==> src/rtl/guess_game_ctrl.sv <==
// Guessing-game sequencer: latches a BCD secret from a free-running counter,
// strobes an external BCD comparator for each guess and tracks remaining tries.
module guess_game_ctrl #(
  parameter int unsigned MAX_TRIES = 7
) (
  input  logic        clk,
  input  logic        rst,
  input  logic        start_btn,
  input  logic        submit_btn,
  input  logic [15:0] guess,
  input  logic        cmp_eq,
  input  logic        cmp_gt,
  input  logic        cmp_sm,
  output logic        cmp_state,
  output logic        cmp_submit,
  output logic [15:0] secret,
  output logic [3:0]  tries_left,
  output logic [1:0]  hint,
  output logic        win,
  output logic        lose,
  output logic        busy
);

  localparam logic [2:0] IDLE  = 3'd0;
  localparam logic [2:0] PLAY  = 3'd1;
  localparam logic [2:0] PULSE = 3'd2;
  localparam logic [2:0] WAIT  = 3'd3;
  localparam logic [2:0] EVAL  = 3'd4;
  localparam logic [2:0] WIN   = 3'd5;
  localparam logic [2:0] LOSE  = 3'd6;

  logic [2:0]  state;
  logic [2:0]  next_state;
  logic        start_prev;
  logic        submit_prev;
  logic        start_edge;
  logic        submit_edge;
  logic [15:0] count;
  logic [15:0] count_inc;
  logic        guess_valid;
  logic [3:0]  tries_dec;

  assign start_edge  = start_btn & ~start_prev;
  assign submit_edge = submit_btn & ~submit_prev;
  assign tries_dec   = tries_left - 4'd1;

  // Digit-wise BCD increment of the secret source counter, 9999 wraps to 0000
  always_comb begin
    logic carry;
    count_inc = count;
    carry     = 1'b1;
    for (int unsigned i = 0; i < 4; i++) begin
      if (carry) begin
        if (count[4*i +: 4] == 4'd9) begin
          count_inc[4*i +: 4] = '0;
        end else begin
          count_inc[4*i +: 4] = count[4*i +: 4] + 4'd1;
          carry               = 1'b0;
        end
      end
    end
  end

  // A guess is usable only when every digit is a decimal digit
  always_comb begin
    guess_valid = 1'b1;
    for (int unsigned i = 0; i < 4; i++) begin
      if (guess[4*i +: 4] > 4'd9) guess_valid = 1'b0;
    end
  end

  // Next-state logic; start takes priority over submit in PLAY
  always_comb begin
    next_state = state;
    case (state)
      IDLE:  if (start_edge) next_state = PLAY;
      PLAY: begin
        if (start_edge)                      next_state = IDLE;
        else if (submit_edge && guess_valid) next_state = PULSE;
      end
      PULSE: next_state = WAIT;
      WAIT:  next_state = EVAL;
      EVAL: begin
        if (cmp_eq)               next_state = WIN;
        else if (tries_dec == '0) next_state = LOSE;
        else                      next_state = PLAY;
      end
      WIN, LOSE: if (start_edge) next_state = IDLE;
      default:   next_state = IDLE;
    endcase
  end

  // State and state-decoded outputs are registered from next_state so the
  // comparator strobe and enable are glitch-free flop outputs.
  always_ff @(posedge clk) begin
    if (rst) begin
      state      <= IDLE;
      cmp_state  <= 1'b0;
      cmp_submit <= 1'b0;
      win        <= 1'b0;
      lose       <= 1'b0;
      busy       <= 1'b0;
    end else begin
      state      <= next_state;
      cmp_state  <= (next_state != IDLE);
      cmp_submit <= (next_state == PULSE);
      win        <= (next_state == WIN);
      lose       <= (next_state == LOSE);
      busy       <= (next_state == PULSE) || (next_state == WAIT) ||
                    (next_state == EVAL);
    end
  end

  // Datapath: button history, secret counter, secret latch, tries and hint
  always_ff @(posedge clk) begin
    if (rst) begin
      start_prev  <= 1'b1;
      submit_prev <= 1'b1;
      count       <= '0;
      secret      <= '0;
      tries_left  <= '0;
      hint        <= '0;
    end else begin
      start_prev  <= start_btn;
      submit_prev <= submit_btn;
      if (state == IDLE) count <= count_inc;
      case (state)
        IDLE: begin
          hint <= '0;
          if (start_edge) begin
            secret     <= count;
            tries_left <= 4'(MAX_TRIES);
          end
        end
        PLAY: begin
          if (start_edge)                       hint <= '0;
          else if (submit_edge && !guess_valid) hint <= 2'b11;
        end
        EVAL: begin
          if (cmp_eq) begin
            hint <= '0;
          end else begin
            tries_left <= tries_dec;
            if (tries_dec != '0) begin
              if (cmp_sm)      hint <= 2'b01;
              else if (cmp_gt) hint <= 2'b10;
              else             hint <= 2'b00;
            end
          end
        end
        WIN, LOSE: if (start_edge) hint <= '0;
        default: ;
      endcase
    end
  end

endmodule
==> config.mk <==
export PLATFORM = sky130hd
export DESIGN_NAME = guess_game_ctrl
export DESIGN_NICKNAME = d
export VERILOG_FILES = /design/src/rtl/guess_game_ctrl.sv
export SDC_FILE = /design/constraint.sdc
export NUM_CORES = 1
export LEC_CHECK = 0
export ABC_CLOCK_PERIOD_IN_PS = 2200
export CAP_MARGIN = 20
export CORE_ASPECT_RATIO = 1.5
export CORE_MARGIN = 3
export CORE_UTILIZATION = 50
export CTS_BUF_LIST = sky130_fd_sc_hd__clkbuf_8
export DETAILED_ROUTE_END_ITERATION = 7
export PLACE_DENSITY_LB_ADDON = 0.2
export SYNTH_ARGS = -nofsm -noshare
export SYNTH_HDL_FRONTEND = slang
export SYNTH_SLANG_ARGS = --single-unit
==> constraint.sdc <==
create_clock -name clk -period 2.2 [get_ports clk]
set_input_delay 0.33 -clock clk [delete_from_list [all_inputs] [get_ports clk]]
set_output_delay 0.33 -clock clk [all_outputs]
set_load 0.01 [all_outputs]
==> flow_summary.json, run 1 <==
{
  "syn_area_mm2": 0.002198,
  "clockBufferDepth": 2,
  "fin_crit_ns": 1.949,
  "irDropWorstVdd_mv": 0.6535,
  "postSynthCellCount": 276,
  "post-synth-top-count-cell": "sky130_fd_sc_hd__dfxtp_1",
  "fin_worst_skew_ns": 0.005923,
  "timing.final.setup_violations": 0,
  "synth_top_family_by_area": "simple AND/OR/NAND/NOR gates",
  "final_antenna_net_count": 0,
  "final.setup.worst_slack_ns": 0.2508,
  "routed-via-count": 2022,
  "rsz0062_at_grt": "no",
  "worst_path_max_fanout": 7,
  "p_per_area_mw_per_mm2": 617.5,
  "postCtsHoldBufs": 0,
  "number_of_antenna_violations_at_the_first_check_in_global_routing": 0,
  "status": "finished clean",
  "initial_util": 0.5363,
  "clock_tree.htree_level_count": 2,
  "number_of_synthesized_flops_with_an_enable_pin": 0,
  "synth.avg_cell_area_um2": 7.965,
  "io-pin-count": 50,
  "fmax_ghz": 0.5130,
  "timing_worst_setup_path_type": "flop to flop",
  "ff2ff_path_depth": 8,
  "synth_top_cell_by_area": "sky130_fd_sc_hd__dfxtp_1",
  "ctsRootBufferMaster": "sky130_fd_sc_hd__clkbuf_8",
  "crit_path_max_incr_delay_ns": 0.44,
  "crit_path_start_kind": "flop",
  "grt-ovfl-total": 0,
  "n_antenna_cell": 0,
  "ys.warnings.count": 0,
  "cp.required_ns": 2.41,
  "synth.yosys.seq_area_share": 0.4371,
  "clock_tree_from_tritoncts": "done",
  "timing.critical_path.to": "hint[0]",
  "die_area_mm2": 0.005245,
  "dr.pass1.iters": 4,
  "rr_startpoint": "tries_left[0]",
  "grt_start_max_net_pins": 49,
  "regToRegEndpoint": "hint[0]",
  "final_max_slew_viol_count": 0,
  "clk_pin_slew_worst_paths_ns": 0.08,
  "critical-path-slowest-cell": "sky130_fd_sc_hd__dfxtp_1",
  "drt_iter0_markers": 76,
  "final.period_utilization": 0.8860,
  "port-buffer-count": 45,
  "die-height_um": 87.21,
  "place_congestion": 0.8104,
  "syn-num-nets": 301,
  "async_reset_ff_frac": 0,
  "critical_path_arrival_ns": 2.16,
  "via_count_of_the_first_global_routing_pass": 1890,
  "dp.final_hpwl_mm": 3.281,
  "drt_drc_violations_left": 0,
  "total_power_mw": 1.773,
  "relSlewSlack": 0.7143,
  "cts_made_buffers": 5,
  "synth_fa_ha_area_frac": 0.01138,
  "finish.net_count": 349,
  "synth.area.top_cells": "sky130_fd_sc_hd__dfxtp_1 (44%), sky130_fd_sc_hd__nand2_1 (7.9%), sky130_fd_sc_hd__a21oi_1 (6.6%)",
  "drive_gt1_frac": 0.09846,
  "max_capacitance_violation_total": 0,
  "synth_mux_area_frac": 0.009676,
  "wire_length_of_the_first_global_routing_pass_mm": 7.617,
  "synthToLayoutAreaGrowth_pct": 30.62,
  "timing.hold.worst.class": "flop to flop",
  "post_synthesis_simple_gate_area_fraction": 0.2760,
  "setup_total_negative_slack_ns": 0,
  "ys.flop_type": "sky130_fd_sc_hd__dfxtp_1",
  "grt_util_all_layers": 0.1842,
  "placeable_core_region_mm2": 0.004099,
  "preCtsSetupSlack_ns": 0.1871,
  "reg2reg_setup_slack_ns": 0.25,
  "synth_commonest_cells": "sky130_fd_sc_hd__dfxtp_1 (48), sky130_fd_sc_hd__nand2_1 (46), sky130_fd_sc_hd__a21oi_1 (29)",
  "worst_skew_pair.late_latency_ns": 0.29,
  "hold_violations": 0,
  "ys_ff_latch": 48,
  "post_synth_xor_area_fraction": 0.03586,
  "avgRoutedWirePerCell_um": 12.52,
  "wl_mm": 4.633,
  "placement_rows": 28,
  "setup_bufs_post_cts": 0,
  "crit_chain": "inv_1 > ha_1 > and2_1 > a21oi_1 > o21ai_0 > a32oi_1 > nor2_1 > a211oi_1",
  "ys_types": 45,
  "ctsResizeCount": 0,
  "timing_worst_slew_pin_value_ns": 0.4276,
  "hold_slack_ns": 0.4547,
  "clock-sinks": 48,
  "synth.top_cell.area_share": 0.4371,
  "die_width_um": 60.14,
  "finalCoreUtilization": 0.7005,
  "synth-compound-area-share": 0.1816,
  "p_leak_nw": 1.024,
  "post_drt_via_cell_ratio": 5.465,
  "cp-end-kind": "flop",
  "cp-startpoint": "tries_left[0]"
}
[power by group]
group          internal, mW  switching, mW  total (mW)
combinational        0.0972         0.0858       0.183
sequential            0.886         0.0187       0.905
clock                 0.401          0.284       0.685
[placed cells by master, fill, tap and decap left out, types with 3 or more instances in the layout]
master                            count
sky130_fd_sc_hd__xnor2_1              7
sky130_fd_sc_hd__nand3_1              3
sky130_fd_sc_hd__clkdlybuf4s50_1     45
sky130_fd_sc_hd__a31oi_1              4
sky130_fd_sc_hd__nor2b_1              6
sky130_fd_sc_hd__nor2_1              28
sky130_fd_sc_hd__clkbuf_8             7
sky130_fd_sc_hd__dfxtp_1             48
sky130_fd_sc_hd__a21oi_1             29
sky130_fd_sc_hd__a211oi_1             6
sky130_fd_sc_hd__buf_4               11
sky130_fd_sc_hd__nand2_1             46
sky130_fd_sc_hd__or2_2                3
sky130_fd_sc_hd__nand2b_1             4
sky130_fd_sc_hd__inv_1               10
sky130_fd_sc_hd__nor3_1               9
sky130_fd_sc_hd__o21ai_0             18
[metrics by stage]
step	instance area (um^2)	cells
3_3_place_gp	2745	362
2_1_floorplan	2198	276
4_1_cts	2872	370
3_5_place_dp	2745	362
5_1_grt	2872	370
6_report	2872	370
[cell families (layout without fill, tap and decap cells)]
| family | count (synthesis) | after routing |
|---|---|---|
| simple gates | 121 | 121 |
| mux | 2 | 2 |
| compound gates | 68 | 68 |
| xor+xnor | 9 | 9 |
| fa+ha+maj | 2 | 2 |
| buf+inv | 26 | 75 |
| flops | 48 | 48 |
[how the worst min path moves through the flow]
| stage | start | endpoint | slack [ns] | depth (start not counted) |
|---|---|---|---|---|
| after global routing | secret[8] | secret[8] | 0.48 | 2 |
| after floorplan | start_btn | start_prev | 0.44 | 1 |
| after global placement | secret[14] | secret[14] | 0.44 | 2 |
| after CTS | secret[13] | secret[13] | 0.46 | 2 |
| final | secret[8] | secret[8] | 0.45 | 2 |
| after detailed placement | secret[13] | secret[13] | 0.45 | 2 |
[layer usage]
| layer | GRT usage | part of all wire | vias up |
|---|---|---|---|
| li1 | - | - | 1040 |
| met1 | 0.1956 | 0.42 | 926 |
| met2 | 0.3445 | 0.54 | 49 |
| met3 | 0.03561 | 0.033 | 7 |
| met4 | 0.06653 | 0.013 | 0 |
| met5 | 0 | 0 | - |
[flip-flops by register name (all words and copies together), names as in the netlist]
name and cells:
count 16, secret 16, tries_left 4, state 3
hint 2, busy 1, cmp_state 1, cmp_submit 1
lose 1, start_prev 1, submit_prev 1, win 1
[final cells by class]
type,instances,area [um^2]
fillers,341,1227
multi-input cells,202,1137
flip-flops and latches,48,960.9
repair buffers,57,553.0
clock buffers,7,96.34
well taps,45,56.30
inverters,10,37.54
clock inverters,1,30.03
[worst max-delay path: cells and delay by family (launching register included)]
| kind | cells | cell delay [ns] |
|---|---|---|
| and+or+nand+nor | 2 | 0.25 |
| DFF | 1 | 0.44 |
| buffers and inverters | 1 | 0.07 |
| AOI/OAI and AO/OA | 4 | 0.91 |
| adders and majority gates | 1 | 0.20 |
(Power assumes the default switching activity.)
==> inputs of run 2 (changes only) <==
--- a/config.mk
+++ b/config.mk
@@ -6,13 +6,13 @@
 export NUM_CORES = 1
 export LEC_CHECK = 0
 export ABC_CLOCK_PERIOD_IN_PS = 2200
-export CAP_MARGIN = 20
 export CORE_ASPECT_RATIO = 1.5
 export CORE_MARGIN = 3
-export CORE_UTILIZATION = 50
+export CORE_UTILIZATION = 40
 export CTS_BUF_LIST = sky130_fd_sc_hd__clkbuf_8
 export DETAILED_ROUTE_END_ITERATION = 7
 export PLACE_DENSITY_LB_ADDON = 0.2
+export RECOVER_POWER = 50
 export SYNTH_ARGS = -nofsm -noshare
 export SYNTH_HDL_FRONTEND = slang
 export SYNTH_SLANG_ARGS = --single-unit
==> run 2 against run 1 <==
Cell count up 6.5%. Flip-flop and latch count is the same. Non-clock buffer count grew 1. Clock power decreased by 0.7%. Total power decreased by 0.72%. Critical path depth stayed put. Core utilization decreased by 15 points. Register-to-register slack improved by 0.02 ns. Wire length grew 0.80%. Sequential share of layout area decreased by 0.13 points. Die area up 23%. Clock-buffer cell count unchanged.
==> flow_summary.json, run 2 (synthesis gave the netlist of run 1 again) <==
{
  "status": "finished clean",
  "setup_bufs_post_cts": 0,
  "hold_slack_ns": 0.4518,
  "post_drt_via_cell_ratio": 5.107,
  "dr.pass1.iters": 4,
  "final_common_cell": "sky130_fd_sc_hd__dfxtp_1",
  "p_per_area_mw_per_mm2": 610.6,
  "max_capacitance_violation_total": 0,
  "io-pin-count": 50,
  "cts_made_buffers": 5,
  "n_antenna_cell": 0,
  "grt-ovfl-total": 0,
  "ctsRootBufferMaster": "sky130_fd_sc_hd__clkbuf_8",
  "routed-via-count": 2012,
  "p_leak_nw": 1.102,
  "wire_length_of_the_first_global_routing_pass_mm": 8.107,
  "placeable_core_region_mm2": 0.005245,
  "critical-path-slowest-cell": "sky130_fd_sc_hd__dfxtp_1",
  "final_antenna_net_count": 0,
  "crit_path_start_kind": "flop",
  "crit_chain": "inv_1 > ha_1 > and2_1 > a21oi_1 > o21ai_0 > a32oi_1 > nor2_1 > a211oi_1",
  "postCtsHoldBufs": 0,
  "timing.critical_path.to": "hint[1]",
  "reg2reg_setup_slack_ns": 0.27,
  "grt_util_all_layers": 0.1566,
  "ff2ff_path_depth": 8,
  "critical_path_arrival_ns": 2.15,
  "final_max_slew_viol_count": 0,
  "timing_worst_setup_path_type": "flop to flop",
  "preCtsSetupSlack_ns": 0.1190,
  "via_count_of_the_first_global_routing_pass": 1884,
  "avgRoutedWirePerCell_um": 11.85,
  "cp-startpoint": "tries_left[0]",
  "worst_path_max_fanout": 7,
  "drive_gt1_frac": 0.09509,
  "number_of_antenna_violations_at_the_first_check_in_global_routing": 0,
  "cp-end-kind": "flop",
  "relSlewSlack": 0.5851,
  "rr_startpoint": "tries_left[0]",
  "filler_cell_count": 518,
  "clock_tree.htree_level_count": 2,
  "placement_rows": 32,
  "initial_util": 0.4191,
  "fmax_ghz": 0.5176,
  "die_area_mm2": 0.006440,
  "drt_iter0_markers": 120,
  "final_std_cells_w_o_fill": 394,
  "timing_worst_slew_pin_value_ns": 0.6203,
  "drt_drc_violations_left": 0,
  "largestRegisters": "count x16, secret x16, tries_left x4",
  "ctsResizeCount": 0,
  "hold_violations": 0,
  "place_congestion": 0.8482,
  "synthToLayoutAreaGrowth_pct": 31.13,
  "regToRegEndpoint": "hint[1]",
  "rsz0062_at_grt": "no",
  "cp.required_ns": 2.41,
  "most_frequent_cells_in_the_layout": "sky130_fd_sc_hd__dfxtp_1 (48), sky130_fd_sc_hd__nand2_1 (46), sky130_fd_sc_hd__a21oi_1 (29), sky130_fd_sc_hd__nor2_1 (28), sky130_fd_sc_hd__dlygate4sd3_1 (25)",
  "clk_pin_slew_worst_paths_ns": 0.09,
  "clock_tree_from_tritoncts": "done",
  "die-height_um": 96.80,
  "clock-sinks": 48,
  "worst_skew_pair.late_latency_ns": 0.29,
  "irDropWorstVdd_mv": 0.2989,
  "timing.final.setup_violations": 0,
  "total_power_mw": 1.760,
  "fin_crit_ns": 1.932,
  "setup_total_negative_slack_ns": 0,
  "dp.final_hpwl_mm": 3.435,
  "port-buffer-count": 45,
  "final.setup.worst_slack_ns": 0.2680,
  "timing.hold.worst.class": "flop to flop",
  "final.period_utilization": 0.8782,
  "placed_cells": 386,
  "clockBufferDepth": 2,
  "fin_worst_skew_ns": 0.008700,
  "die_width_um": 66.53,
  "grt_start_max_net_pins": 25,
  "wl_mm": 4.670,
  "crit_path_max_incr_delay_ns": 0.43,
  "finish.net_count": 350
}
## run 2: metrics by stage
step	instance area (um^2)	utilization
final	2883	0.5496
after global routing	2883	0.5496
after CTS	2908	0.5544
after detailed placement	2781	0.5303
after global placement	2781	0.5303
after floorplan	2198	-
## run 2: metal layers
| layer | global-route usage | wire, um | vias to the layer above |
|---|---|---|---|
| li1 | - | - | 1037 |
| met4 | 0.05634 | 65 | 0 |
| met3 | 0.03833 | 194 | 6 |
| met1 | 0.1720 | 1827 | 923 |
| met5 | 0 | 0 | - |
| met2 | 0.2808 | 2583 | 46 |
## run 2: cell type report
class                   count  area (um^2)  share of cell area
well taps                  68        85.08             0.02951
flip-flops and latches     48        960.9              0.3333
inverters                  10        37.54             0.01302
clock buffers               7        96.34             0.03342
multi-input cells         202         1131              0.3924
repair buffers             58        541.8              0.1879
clock inverters             1        30.03             0.01042
## run 2: worst max-delay path: cells and delay by family (launching register included)
kind / cells / cell delay [ns]
AND/OR/NAND/NOR: 2 / 0.24
AO/OA/AOI/OAI: 4 / 0.91
adder cells (fa/ha/maj): 1 / 0.21
buffers and inverters: 1 / 0.07
flip-flops: 1 / 0.43
## run 2: power breakdown
group	switching, mW	total [mW]	internal [mW]
registers	0.0173	0.903	0.886
clock network	0.279	0.680	0.401
logic	0.0854	0.177	0.0919
## run 2: worst min path at each step
stage / start / to / slack, ns / cells past startpoint
4_1_cts: secret[13] / secret[13] / 0.46 / 2
3_5_place_dp: secret[13] / secret[13] / 0.45 / 2
2_1_floorplan: start_btn / start_prev / 0.44 / 1
6_report: secret[13] / secret[13] / 0.45 / 2
3_3_place_gp: secret[6] / secret[6] / 0.44 / 2
5_1_grt: secret[5] / secret[5] / 0.47 / 2
